## src/rtl/rx_link_pkg.sv

```systemverilog
// Shared link-layer constants: FSM state encoding and the 8b control symbols
// also used by the transmit side.
package rx_link_pkg;

   localparam logic [7:0] COM_SYM = 8'hBC;
   localparam logic [7:0] IDL_SYM = 8'h7C;

   typedef enum logic [2:0] {
      ST_DISABLED = 3'd0,
      ST_SEARCH   = 3'd1,
      ST_LOCKING  = 3'd2,
      ST_ACTIVE   = 3'd3,
      ST_RECOVER  = 3'd4
   } state_e;

endpackage

```

## src/rtl/rx_link_ctrl_if.sv

```systemverilog
// Byte-stream bundle between deserializer, link controller and payload sink.
// The master side drives received bytes; the slave side returns realign and payload.
interface rx_link_ctrl_if;
   logic [7:0] rx_data;
   logic       rx_strobe;
   logic       rx_err;
   logic       deser_realign;
   logic       valid_out;
   logic [7:0] data_out;

   modport master (
      output rx_data, rx_strobe, rx_err,
      input  deser_realign, valid_out, data_out
   );

   modport slave (
      input  rx_data, rx_strobe, rx_err,
      output deser_realign, valid_out, data_out
   );
endinterface

```

## src/rtl/rx_sat_counter.sv

```systemverilog
// Saturating up-counter with synchronous clear (clear wins over increment).
// Single-cycle update; the counter holds at all-ones instead of wrapping.
module rx_sat_counter #(
   parameter int unsigned WIDTH = 4
) (
   input  logic             clk,
   input  logic             rst_n,
   input  logic             clr,
   input  logic             inc,
   output logic [WIDTH-1:0] cnt
);

   always_ff @(posedge clk or negedge rst_n) begin
      if (!rst_n) begin
         cnt <= '0;
      end else if (clr) begin
         cnt <= '0;
      end else if (inc && (cnt != {WIDTH{1'b1}})) begin
         cnt <= cnt + 1'b1;
      end
   end

endmodule

```

## src/rtl/rx_link_ctrl.sv

```systemverilog
// Receive link controller: hunts COM symbols, locks, forwards payload, drops lock on errors.
// All outputs registered, one clk_4f after the strobe; no downstream backpressure.
module rx_link_ctrl
   import rx_link_pkg::*;
#(
   parameter int unsigned LOCK_COUNT     = 4,
   parameter int unsigned LOSS_COUNT     = 2,
   parameter int unsigned SEARCH_TIMEOUT = 16
) (
   input  logic           clk_4f,
   input  logic           reset,
   input  logic           enable,
   rx_link_ctrl_if.slave  link,
   output logic           link_active,
   output logic [2:0]     state_out,
   output logic [7:0]     lock_loss_cnt
);

   localparam logic [4:0] LOCK_C  = 5'(LOCK_COUNT);
   localparam logic [4:0] LOSS_C  = 5'(LOSS_COUNT);
   localparam logic [7:0] TO_LAST = 8'(SEARCH_TIMEOUT - 1);

   state_e     state, next_state;
   logic [3:0] com_cnt, err_cnt;
   logic [7:0] to_cnt;

   logic       com_clr, com_inc, err_clr, err_inc, to_clr, to_inc, loss_inc;
   logic       realign_nxt, vld_nxt;
   logic [7:0] dat_nxt;
   logic       realign_q, vld_q;
   logic [7:0] dat_q;
   logic       clean_com;

   assign clean_com = link.rx_strobe && !link.rx_err && (link.rx_data == COM_SYM);

   always_comb begin
      next_state  = state;
      com_clr     = 1'b0;
      com_inc     = 1'b0;
      err_clr     = 1'b0;
      err_inc     = 1'b0;
      to_clr      = 1'b0;
      to_inc      = 1'b0;
      loss_inc    = 1'b0;
      realign_nxt = 1'b0;
      vld_nxt     = 1'b0;
      dat_nxt     = dat_q;

      if (!enable) begin
         next_state = ST_DISABLED;
         com_clr    = 1'b1;
         err_clr    = 1'b1;
         to_clr     = 1'b1;
      end else begin
         case (state)
            ST_DISABLED: begin
               next_state = ST_SEARCH;
               com_clr    = 1'b1;
               err_clr    = 1'b1;
               to_clr     = 1'b1;
            end
            ST_SEARCH: begin
               if (link.rx_strobe) begin
                  if (clean_com) begin
                     to_clr = 1'b1;
                     if (LOCK_C == 5'd1) begin
                        next_state = ST_ACTIVE;
                        com_clr    = 1'b1;
                     end else begin
                        next_state = ST_LOCKING;
                        com_inc    = 1'b1;
                     end
                  end else if (to_cnt == TO_LAST) begin
                     realign_nxt = 1'b1;
                     to_clr      = 1'b1;
                  end else begin
                     to_inc = 1'b1;
                  end
               end
            end
            ST_LOCKING: begin
               if (link.rx_strobe) begin
                  if (clean_com) begin
                     if (({1'b0, com_cnt} + 5'd1) == LOCK_C) begin
                        next_state = ST_ACTIVE;
                        com_clr    = 1'b1;
                     end else begin
                        com_inc = 1'b1;
                     end
                  end else begin
                     next_state = ST_SEARCH;
                     com_clr    = 1'b1;
                  end
               end
            end
            ST_ACTIVE: begin
               if (link.rx_strobe) begin
                  if (link.rx_err) begin
                     if (({1'b0, err_cnt} + 5'd1) == LOSS_C) begin
                        next_state  = ST_RECOVER;
                        err_clr     = 1'b1;
                        loss_inc    = 1'b1;
                        realign_nxt = 1'b1;
                     end else begin
                        err_inc = 1'b1;
                     end
                  end else begin
                     err_clr = 1'b1;
                     if ((link.rx_data != COM_SYM) && (link.rx_data != IDL_SYM)) begin
                        vld_nxt = 1'b1;
                        dat_nxt = link.rx_data;
                     end
                  end
               end
            end
            ST_RECOVER: begin
               // Strobes landing here are dropped; search restarts clean.
               next_state = ST_SEARCH;
               com_clr    = 1'b1;
               err_clr    = 1'b1;
               to_clr     = 1'b1;
            end
            default: begin
               next_state = ST_DISABLED;
               com_clr    = 1'b1;
               err_clr    = 1'b1;
               to_clr     = 1'b1;
            end
         endcase
      end
   end

   always_ff @(posedge clk_4f or negedge reset) begin
      if (!reset) begin
         state       <= ST_DISABLED;
         realign_q   <= 1'b0;
         vld_q       <= 1'b0;
         dat_q       <= 8'h00;
         link_active <= 1'b0;
      end else begin
         state       <= next_state;
         realign_q   <= realign_nxt;
         vld_q       <= vld_nxt;
         dat_q       <= dat_nxt;
         link_active <= (next_state == ST_ACTIVE);
      end
   end

   rx_sat_counter #(.WIDTH(4)) u_com_cnt (
      .clk(clk_4f), .rst_n(reset), .clr(com_clr), .inc(com_inc), .cnt(com_cnt)
   );

   rx_sat_counter #(.WIDTH(4)) u_err_cnt (
      .clk(clk_4f), .rst_n(reset), .clr(err_clr), .inc(err_inc), .cnt(err_cnt)
   );

   rx_sat_counter #(.WIDTH(8)) u_to_cnt (
      .clk(clk_4f), .rst_n(reset), .clr(to_clr), .inc(to_inc), .cnt(to_cnt)
   );

   rx_sat_counter #(.WIDTH(8)) u_loss_cnt (
      .clk(clk_4f), .rst_n(reset), .clr(1'b0), .inc(loss_inc), .cnt(lock_loss_cnt)
   );

   assign state_out          = state;
   assign link.deser_realign = realign_q;
   assign link.valid_out     = vld_q;
   assign link.data_out      = dat_q;

endmodule
```

## src/flat_wrapper.sv

```systemverilog
// flat-port wrapper written by rule: the top's interface ports become plain ports
module rx_link_ctrl_flat import rx_link_pkg::*;
#(
   parameter int unsigned LOCK_COUNT     = 4,
   parameter int unsigned LOSS_COUNT     = 2,
   parameter int unsigned SEARCH_TIMEOUT = 16
)
  (clk_4f, reset, enable, link_active, state_out, lock_loss_cnt, link_rx_data, link_rx_strobe, link_rx_err, link_deser_realign, link_valid_out, link_data_out);
  rx_link_ctrl_if link_i ();
  input  logic clk_4f;
  input  logic reset;
  input  logic enable;
  output logic link_active;
  output logic [2:0] state_out;
  output logic [7:0] lock_loss_cnt;
  input wire logic [$bits(link_i.rx_data)-1:0] link_rx_data;
  input wire logic [$bits(link_i.rx_strobe)-1:0] link_rx_strobe;
  input wire logic [$bits(link_i.rx_err)-1:0] link_rx_err;
  output wire logic [$bits(link_i.deser_realign)-1:0] link_deser_realign;
  output wire logic [$bits(link_i.valid_out)-1:0] link_valid_out;
  output wire logic [$bits(link_i.data_out)-1:0] link_data_out;
  assign link_i.rx_data = link_rx_data;
  assign link_i.rx_strobe = link_rx_strobe;
  assign link_i.rx_err = link_rx_err;
  assign link_deser_realign = link_i.deser_realign;
  assign link_valid_out = link_i.valid_out;
  assign link_data_out = link_i.data_out;
  rx_link_ctrl #(.LOCK_COUNT(LOCK_COUNT), .LOSS_COUNT(LOSS_COUNT), .SEARCH_TIMEOUT(SEARCH_TIMEOUT)) u_core (.clk_4f(clk_4f), .reset(reset), .enable(enable), .link(link_i), .link_active(link_active), .state_out(state_out), .lock_loss_cnt(lock_loss_cnt));
endmodule
```

## config.mk

```make
export PLATFORM = sky130hd
export DESIGN_NAME = rx_link_ctrl_flat
export DESIGN_NICKNAME = d
export VERILOG_FILES = /design/src/rtl/rx_link_pkg.sv /design/src/rtl/rx_link_ctrl_if.sv /design/src/rtl/rx_sat_counter.sv /design/src/rtl/rx_link_ctrl.sv /design/src/flat_wrapper.sv
export SDC_FILE = /design/constraint.sdc
export NUM_CORES = 1
export LEC_CHECK = 0
export CORE_ASPECT_RATIO = 0.9
export CORE_UTILIZATION = 41
export CTS_CLUSTER_DIAMETER = 60
export CTS_CLUSTER_SIZE = 30
export DETAILED_ROUTE_END_ITERATION = 8
export PLACE_DENSITY = 0.77
export SYNTH_ARGS = -nofsm -noshare
export SYNTH_HDL_FRONTEND = slang
export SYNTH_HIERARCHICAL = 1
export SYNTH_SLANG_ARGS = --single-unit
```

## constraint.sdc

```tcl
create_clock -name clk_4f -period 2.1 [get_ports clk_4f]
set_input_delay 0.315 -clock clk_4f [delete_from_list [all_inputs] [get_ports clk_4f]]
set_output_delay 0.315 -clock clk_4f [all_outputs]
set_load 0.05 [all_outputs]
```

==> results_dict.tcl <==
set metrics [dict create \
    place_worst_setup_slack_ns -0.4849 \
    synth-warning-count 6 \
    cp_top_family "simple AND/OR/NAND/NOR gates" \
    grt_usage_pct 19.06 \
    min_path_type "primary input to async pin" \
    synth-seq-area-share_pct 43.26 \
    worst_setup_path_start_kind "primary input" \
    slew_viol_final 0 \
    setup_viol 0 \
    synthTopCellsByCount "dfrtp_1 (38), a21oi_1 (12), nor2_1 (12)" \
    gp_congestion 0.8775 \
    drt_iter0_drc 79 \
    fin_crit_sh_pct 97.60 \
    final_net_count 304 \
    start_util_pct 44.10 \
    status "complete, but fails checks" \
    io_pins 35 \
    synth_async_sr_flop_share_pct 100.0 \
    holdWs_ns -0.003590 \
    areaGrowthSynthToFinish_pct 38.36 \
    n_antenna_cell 0 \
    r2r_end "u_core/u_to_cnt/cnt[7]" \
    synth-seq-cells 38 \
    p_leak_nw 1.369 \
    critPathKind "primary input to register" \
    fp.dieW_um 79.19 \
    clk_pin_slew_ns 0.08 \
    clk_latency_ns 0.29 \
    io_buffer_count 34 \
    synth_area_leaders "dfrtp_1 (43%), mux2_4 (6.8%), nand2b_1 (2.8%), a21oi_1 (2.7%), nand4_1 (2.6%)" \
    failed_checks "hold timing" \
    syn_area_um2 2198 \
    rsz0062_at_grt "true" \
    p_per_area_nw_per_um2 439.4 \
    cpPeakStageDelay_ns 0.50 \
    avgViaCountPerCell 5.482 \
    die_h_um 71.47 \
    utilization_pct 61.02 \
    synth.distinct_cells 57 \
    setup_ws_ns 0.05044 \
    cp-end-kind "register" \
    reg2regPathDepth 7 \
    htree_levels 2 \
    period_minus_slack_ns 2.050 \
    ant_nets 0 \
    relSlewSlack_pct 64.95 \
    root_buffer "clkbuf_8" \
    synth_ff_type "dfrtp_1" \
    yosysTopAreaCell "dfrtp_1" \
    dpl-instance-area_um2 2909 \
    grt_pass1_wl_um 8480 \
    hpwl_um 3748 \
    numClockSinks 38 \
    route.detailed.drc 0 \
    routed_wl_um 4999 \
    max_cap_viol_count 0 \
    syn_area_per_cell_um2 10.47 \
    synth_top_area_share_pct 43.26 \
    hold_violations 6 \
    ctsHoldBuffers 0 \
    r2r_slack_ns 0.06 \
    cts_tree "done" \
    antenna_found_initial 0 \
    vias 1935 \
    clockBufferDepth 2 \
    rows 24 \
    fin_skew_ns 0.008853 \
    synthCells 210 \
    synth_edf_count 0 \
    grt_overflow 0 \
    worstSetupPathDepth 9 \
    cts-buffers-inserted 5 \
    crit_required_ns 2.31 \
    yosysMostFrequentCell "dfrtp_1" \
    grt_pass1_vias 1876 \
    grt_max_degree 24 \
    r2r_start "u_core/state_out[2]" \
    cp_max_fo 5 \
    crit_path_cell_trace "dlygate4sd2_1, nor3b_2, nor4b_1, buf_4, or3_4, nor2_4, nand4_1, or4_4, a21oi_2" \
    crit_buf_inv 2 \
    cp_slowest_cell "or4_4" \
    wl_per_cell_um 14.16 \
    irDropWorstVdd_uv 271.3 \
    fmax_mhz 487.9 \
    design_area_um2 3042 \
    arrival_ns 2.26 \
    tightest_slew_ns 0.5258 \
    core_area_um2 4985 \
    drive_gt1_share_pct 30.90 \
    drt_first_pass_iters 4 \
    die_area_um2 5659 \
]
[routing by layer]
metal  track usage, %  vias up  share of wire, %
li1                 -      950                 -
met1            24.78      926                46
met2            31.99       53                48
met3            4.204        6               4.6
met4            5.455        0              0.72
met5                0        -                 0
[per-stage QoR]
step | setup TNS (ns) | cells | total power, mW
after global placement | -4.145 | 344 | 0.8760
after CTS | 0 | 353 | 1.349
after floorplan | -0.02582 | 211 | 0.7971
final | 0 | 353 | 1.336
after detailed placement | -5.368 | 344 | 0.8789
after global routing | -0.04887 | 353 | 1.405
[power breakdown]
part           switching [mW]  internal, mW  leakage [nW]  total (mW)
clock                   0.243         0.230        0.0450       0.473
sequential            0.00131         0.734         0.523       0.735
combinational          0.0705        0.0581         0.800       0.129
[layout make-up]
class / instances / area [um^2]
Fill cell: 414 / 1943
Multi-Input combinational cell: 160 / 1241
Sequential cell: 38 / 955.9
Timing Repair Buffer: 75 / 654.4
Tap cell: 65 / 81.33
Clock buffer: 6 / 72.57
Inverter: 7 / 26.28
Clock inverter: 2 / 10.01
[cells by family after synthesis]
kind of cell    after synthesis  share of synthesized area [%]
mux                          17                          10.19
buf+inv                      13                          2.959
xor+xnor                      2                         0.7970
compound gates               40                          12.07
flops                        38                          43.26
other cells                   1                         0.1706
simple gates                 95                          28.29
fa+ha+maj                     4                          2.277
[registers in the layout, indices dropped and copies added, names as in the netlist]
register	cells
u_core/u_loss_cnt/cnt	8
u_core/link_active	1
u_core/link.deser_realign	1
u_core/link.valid_out	1
u_core/u_to_cnt/cnt	8
u_core/u_err_cnt/cnt	4
u_core/u_com_cnt/cnt	4
u_core/link.data_out	8
u_core/state_out	3
[cell usage in the layout (no fill, tap or decap), types with 3 or more instances in the layout]
cell,instances
nor4_1,3
dlymetal6s2s_1,3
buf_4,40
nand2b_1,10
nand4_1,9
nor2b_1,7
clkdlybuf4s50_1,23
a21oi_1,11
ha_1,4
a31oi_1,3
nand2_1,7
mux2_2,3
nor2_1,10
dlygate4sd2_1,7
clkbuf_8,5
a211oi_1,4
dfrtp_2,4
and4b_2,3
and3_1,3
nor3_1,9
mux2_4,10
mux2i_1,4
inv_1,7
o21ai_0,5
dfrtp_1,34
[worst max path at each step]
| stage | from | end | slack, ns |
|---|---|---|---|
| 5_1_grt | u_core/state_out[2] | u_core/u_to_cnt/cnt[7] | -0.03 |
| 3_5_place_dp | link_rx_data[7] | u_core/u_com_cnt/cnt[3] | -0.48 |
| 6_report | link_rx_data[7] | u_core/u_to_cnt/cnt[7] | 0.05 |
| 4_1_cts | link_rx_strobe | u_core/u_to_cnt/cnt[7] | 0.05 |
| 2_1_floorplan | u_core/state_out[2] | u_core/u_to_cnt/cnt[7] | -0.03 |
| 3_3_place_gp | link_rx_data[7] | u_core/u_com_cnt/cnt[3] | -0.40 |
[timing repair]
| item | 4_1_cts | 5_1_grt |
|---|---|---|
| endpoints found under the setup margin | 10 | 8 |
| endpoints found under the hold margin | 0 | 0 |
| gates resized for setup | 9 | 12 |
| pin swaps | 3 | 4 |
| buffers inserted | 1 | 0 |
Note: power is estimated with default switching activity, not from simulation.
